==> src/rtl/muldiv_unit.sv <==
// Iterative MULT/MULTU/DIV/DIVU unit owning HI/LO: shift-add multiply, restoring divide,
// one bit per cycle, with flush cancellation and a pipeline stall request.
module muldiv_unit #(
    parameter int unsigned W = 32
) (
    input  logic         clk,
    input  logic         rst_n,
    input  logic         start,
    input  logic [1:0]   op,
    input  logic [W-1:0] a,
    input  logic [W-1:0] b,
    input  logic         flush,
    input  logic         mthi_we,
    input  logic         mtlo_we,
    input  logic [W-1:0] wdata,
    input  logic         hilo_rd,
    output logic [W-1:0] hi,
    output logic [W-1:0] lo,
    output logic         busy,
    output logic         stall
);

    localparam int unsigned CW = $clog2(W);

    typedef enum logic [1:0] {IDLE, RUN, FIN} state_t;

    state_t         state, next_state;
    logic           is_div, neg_res, neg_rem, div_zero;
    logic [W-1:0]   opnd, acc, mq;
    logic [CW-1:0]  cnt;

    logic           load, step, finish;
    logic           sa, sb;
    logic [W-1:0]   abs_a, abs_b;
    logic [W:0]     mul_sum, div_shift;
    logic           qbit;
    logic [W-1:0]   div_rem;
    logic [2*W-1:0] prod_fix;
    logic [W-1:0]   quo_fix, rem_fix;

    // State register
    always_ff @(posedge clk or negedge rst_n) begin
        if (!rst_n) state <= IDLE;
        else        state <= next_state;
    end

    // Next-state logic; flush wins over every transition out of a busy state
    always_comb begin
        next_state = state;
        case (state)
            IDLE:    if (start && !flush) next_state = RUN;
            RUN:     if (flush) next_state = IDLE;
                     else if (cnt == CW'(W - 1)) next_state = FIN;
            FIN:     next_state = IDLE;
            default: next_state = IDLE;
        endcase
    end

    // Control strobes and the combinational stall request
    always_comb begin
        load   = 1'b0;
        step   = 1'b0;
        finish = 1'b0;
        case (state)
            IDLE:    load   = start & ~flush;
            RUN:     step   = ~flush;
            FIN:     finish = ~flush;
            default: ;
        endcase
        stall = busy & (hilo_rd | start | mthi_we | mtlo_we) & ~flush;
    end

    // Operand magnitudes, one iteration of each algorithm, and result sign fix-up
    always_comb begin
        sa        = ~op[0] & a[W-1];
        sb        = ~op[0] & b[W-1];
        abs_a     = sa ? -a : a;
        abs_b     = sb ? -b : b;
        mul_sum   = {1'b0, acc} + ({1'b0, opnd} & {(W+1){mq[0]}});
        div_shift = {acc, mq[W-1]};
        qbit      = (div_shift >= {1'b0, opnd});
        div_rem   = qbit ? W'(div_shift - {1'b0, opnd}) : W'(div_shift);
        prod_fix  = neg_res ? -{acc, mq} : {acc, mq};
        quo_fix   = div_zero ? '1 : (neg_res ? -mq : mq);
        rem_fix   = neg_rem ? -acc : acc;
    end

    // Working registers: opnd is the addend (multiply) or divisor (divide);
    // mq holds multiplier/product-low or dividend/quotient.
    always_ff @(posedge clk or negedge rst_n) begin
        if (!rst_n) begin
            is_div   <= 1'b0;
            neg_res  <= 1'b0;
            neg_rem  <= 1'b0;
            div_zero <= 1'b0;
            opnd     <= '0;
            acc      <= '0;
            mq       <= '0;
            cnt      <= '0;
        end else if (load) begin
            is_div   <= op[1];
            neg_res  <= sa ^ sb;
            neg_rem  <= sa;
            div_zero <= op[1] & (b == '0);
            opnd     <= op[1] ? abs_b : abs_a;
            mq       <= op[1] ? abs_a : abs_b;
            acc      <= '0;
            cnt      <= '0;
        end else if (step) begin
            if (is_div) begin
                acc <= div_rem;
                mq  <= {mq[W-2:0], qbit};
            end else begin
                acc <= mul_sum[W:1];
                mq  <= {mul_sum[0], mq[W-1:1]};
            end
            cnt <= cnt + CW'(1);
        end
    end

    // HI/LO: completion or MTHI/MTLO in IDLE only
    always_ff @(posedge clk or negedge rst_n) begin
        if (!rst_n) begin
            hi <= '0;
            lo <= '0;
        end else if (finish) begin
            hi <= is_div ? rem_fix : prod_fix[2*W-1:W];
            lo <= is_div ? quo_fix : prod_fix[W-1:0];
        end else if (state == IDLE) begin
            if (mthi_we) hi <= wdata;
            if (mtlo_we) lo <= wdata;
        end
    end

    always_ff @(posedge clk or negedge rst_n) begin
        if (!rst_n) busy <= 1'b0;
        else        busy <= (next_state != IDLE);
    end

endmodule

==> config.mk <==
export PLATFORM = sky130hd
export DESIGN_NAME = muldiv_unit
export DESIGN_NICKNAME = d
export VERILOG_FILES = /design/src/rtl/muldiv_unit.sv
export SDC_FILE = /design/constraint.sdc
export NUM_CORES = 1
export LEC_CHECK = 0
export CORE_MARGIN = 3
export CORE_UTILIZATION = 56
export CTS_BUF_LIST = sky130_fd_sc_hd__clkbuf_4
export DETAILED_ROUTE_END_ITERATION = 8
export HOLD_SLACK_MARGIN = 0.12
export PLACE_DENSITY = 0.77
export SYNTH_ARGS = -nofsm -noshare
export SYNTH_HDL_FRONTEND = slang
export SYNTH_SLANG_ARGS = --single-unit
==> constraint.sdc <==
create_clock -name clk -period 9.36 [get_ports clk]
set_clock_uncertainty 0.1 [all_clocks]
set_input_delay 0.936 -clock clk [delete_from_list [all_inputs] [get_ports clk]]
set_output_delay 0.936 -clock clk [all_outputs]
set_load 0.005 [all_outputs]
==> impl_metrics.py <==
metrics = {
    "outcome": {
        "outcome": "complete, no violations",
    },
    "finish": {
        "drive_above_1_share": 0.0373,
        "fin_util": 0.655,
        "syn_to_final_growth_pct": 14.0,
        "fin_cells": 2403,
        "layout.nets": 2230,
    },
    "cts": {
        "clockBufferDepth": 2,
        "insertion_delay_ns": 0.64,
        "cts.sinks": 172,
        "cts_tree": "done",
        "cts_root_buf": "clkbuf_4",
        "cts_repair_resize_count": 0,
        "post_cts_buffers": 0,
        "h-tree-depth": 4,
        "clkTransAtPathRegs_ns": 0.23,
        "hold_buffers": 0,
        "cts_buffers": 17,
    },
    "power": {
        "ir_worst_vdd_mv": 0.205,
        "p_leak_nw": 7.26,
        "swShare": 0.520,
        "p_seq_frac": 0.284,
        "p_comb_frac": 0.610,
        "p_sw_w": 0.00237,
        "pwr-share-clk": 0.106,
        "p_per_area_mw_per_mm2": 265,
        "p_int_w": 0.00218,
    },
    "synth": {
        "yosysMostFrequentCell": "o21ai_0",
        "synthSimpleGateAreaFrac": 0.201,
        "yosys.area_share.xor_xnor": 0.0977,
        "yosys-top-cells-area": "dfrtp_1 29%, o21ai_0 7.8%, xnor2_1 5.9%",
        "synth_top_family_by_area": "compound AO/OA/AOI/OAI gates",
        "yosysTopAreaCellShare": 0.286,
        "ys.warnings.count": 0,
        "yosys.area.top_type": "dfrtp_1",
        "synth_ff_type": "dfrtp_1",
        "synth_commonest_cells": "234 x o21ai_0, 231 x nand2_1, 185 x nor2_1",
        "netlist_area_mm2": 0.0151,
        "syn_avg_cell_area_um2": 7.62,
        "async_flop_share": 1.00,
        "synth.distinct_cells": 79,
        "ys_ff_latch": 172,
        "synth_edf_count": 0,
        "synth_fa_ha_area_frac": 0.0608,
        "synth_mux_area_frac": 0.0335,
        "seq_area_frac_synth": 0.286,
        "syn-num-nets": 2153,
        "synth_cells": 1976,
        "synth_compound_area_frac": 0.272,
    },
    "detailed_routing": {
        "drt_pass1_iterations": 6,
        "remaining_drc_errors": 0,
        "ant_nets": 0,
        "viasPerCell": 6.47,
        "highest_layer": "met4",
        "met3_length_um": 4630,
        "wl_met1_um": 22800,
        "vias": 15551,
        "drt_iter0_markers": 1750,
        "routedWlPerCell_um": 22.2,
        "routed_wirelength_um": 53200,
        "dr_wl_met2_um": 23100,
    },
    "die": {
        "rows": 59,
        "die_area_mm2": 0.0289,
        "die_w_um": 170,
        "core_mm2": 0.0262,
        "pin_count": 171,
        "die_height_um": 170,
        "initial_core_util": 0.574,
    },
    "critical_path": {
        "worstPathRequired_ns": 9.79,
        "worstPathArrival_ns": 5.23,
        "criticalPathCategory": "reg -> reg",
        "start_kind": "register",
        "critPathMaxFanout": 31,
        "worstSetupEndpointType": "register",
    },
    "timing": {
        "fin_crit_sh": 0.514,
        "slew_headroom": 0.195,
        "max_freq_mhz": 208,
        "slew_violations": 0,
        "finalSetupViolCount": 0,
        "fin_ws_ns": 4.55,
        "tightestPinTransition_ns": 1.19,
        "rsz0062_at_grt": "no",
        "fin_setup_tns_ns": 0,
        "hold_viol": 0,
        "fin_crit_ns": 4.81,
    },
    "placed_design": {
        "dp.final_hpwl_um": 40200,
        "gp_congestion": 0.984,
        "numPortBuffers": 170,
        "dpl_worst_slack_ns": 4.71,
        "dpl.cell_count": 2369,
    },
    "global_routing": {
        "grt_pass1_vias": 14263,
        "grt_pass1_wl_um": 80900,
        "grt_max_degree": 116,
        "grt_use_total": 0.358,
        "overflow": 0,
        "antenna_found_initial": 1,
    },
    "job": {
        "cap_violations": 0,
    },
    "worst_hold_path": {
        "holdCritPathClass": "in -> async",
    },
}
[metrics by stage]
step,hold slack (ns),power [W],instance area (um^2)
after CTS,0.183,0.00447,17200
after global routing,0.209,0.00486,17200
after detailed placement,0.370,0.00399,16800
after global placement,0.362,0.00394,16800
after floorplan,0.349,0.00313,15100
final,0.182,0.00455,17200
[routing by layer]
metal  GRT usage  up-vias
met1       0.498     7293
met3      0.0571      136
li1            -     7282
met2       0.545      840
met5           0        -
met4       0.175        0
[registers in the layout, summed over array words and instances, names as in the netlist]
signal	cells
div_zero	1
neg_rem	1
hi	32
cnt	5
state	2
acc	32
busy	1
is_div	1
neg_res	1
mq	32
opnd	32
lo	32
[cell usage in the layout, fill, tap and decap left out, types with 7 or more instances in the layout]
| cell | n |
|---|---|
| a211oi_1 | 13 |
| a21o_1 | 34 |
| a21oi_1 | 175 |
| a22oi_1 | 10 |
| a31oi_1 | 21 |
| and3_1 | 20 |
| buf_4 | 17 |
| clkbuf_4 | 17 |
| clkdlybuf4s50_1 | 168 |
| dfrtp_1 | 171 |
| ha_1 | 70 |
| inv_1 | 65 |
| mux2i_1 | 47 |
| nand2_1 | 231 |
| nand2b_1 | 21 |
| nand3_1 | 18 |
| nand3b_1 | 8 |
| nand4_1 | 15 |
| nor2_1 | 183 |
| nor2b_1 | 12 |
| nor3_1 | 39 |
| nor3b_1 | 7 |
| nor4_1 | 15 |
| o211ai_1 | 39 |
| o21ai_0 | 233 |
| o22ai_1 | 36 |
| o31ai_1 | 26 |
| o41ai_1 | 12 |
| or3_1 | 26 |
| or4_1 | 12 |
| xnor2_1 | 102 |
| xor2_1 | 66 |
[area by class of cell]
cell class                      instances  area, um^2
Antenna cell                            2        5.00
Sequential cell                       172        4310
Inverter                               66         248
Tap cell                              335         419
Clock buffer                           17         128
Multi-Input combinational cell       1610       10000
Fill cell                            2266        9050
Timing Repair Buffer                  186        1820
Clock inverter                         15         186
[path summary, 6_finish.rpt]
check / startpoint / end / slack, ns / cells past startpoint
setup / recovery: mq[0] / acc[26] / 4.55 / 12
hold reg to reg: hi[24] / hi[24] / 0.40 / 2
min in group clk: hi[24] / hi[24] / 0.40 / 2
max in group asynchronous: rst_n / opnd[30] / 7.66 / 2
hold / removal: rst_n / lo[4] / 0.18 / 1
setup reg to reg: mq[0] / acc[26] / 4.55 / 12
[worst max-delay path, stage by stage, from the launching register on]
cell and delay (ns):
dfrtp_1 0.49, inv_1 0.78, nor2_1 0.13, ha_1 0.40, nand3_1 0.10, o21ba_2 0.22
a31oi_1 0.40, a2bb2oi_1 0.18, o41ai_1 0.97, a21oi_1 0.30, o221ai_1 0.26, xor2_1 0.10
a221o_1 0.29
[power groups by stage]
stage	clock network (W)	registers [W]	logic, W
finish	0.000483	0.00129	0.00278
global route	0.000513	0.00131	0.00304
CTS	0.000483	0.00127	0.00272
detailed placement	0	0.00129	0.00270
global placement	0	0.00128	0.00267
floorplan	0	0.00110	0.00202
[kinds of logic after synthesis]
group,after synthesis
AOI/OAI and AO/OA,677
and+or+nand+nor,643
buffers and inverters,194
DFF,172
xor gates and xnor gates,168
adders and majority gates,72
muxes,50
Note: power is estimated with default switching activity, not from simulation.
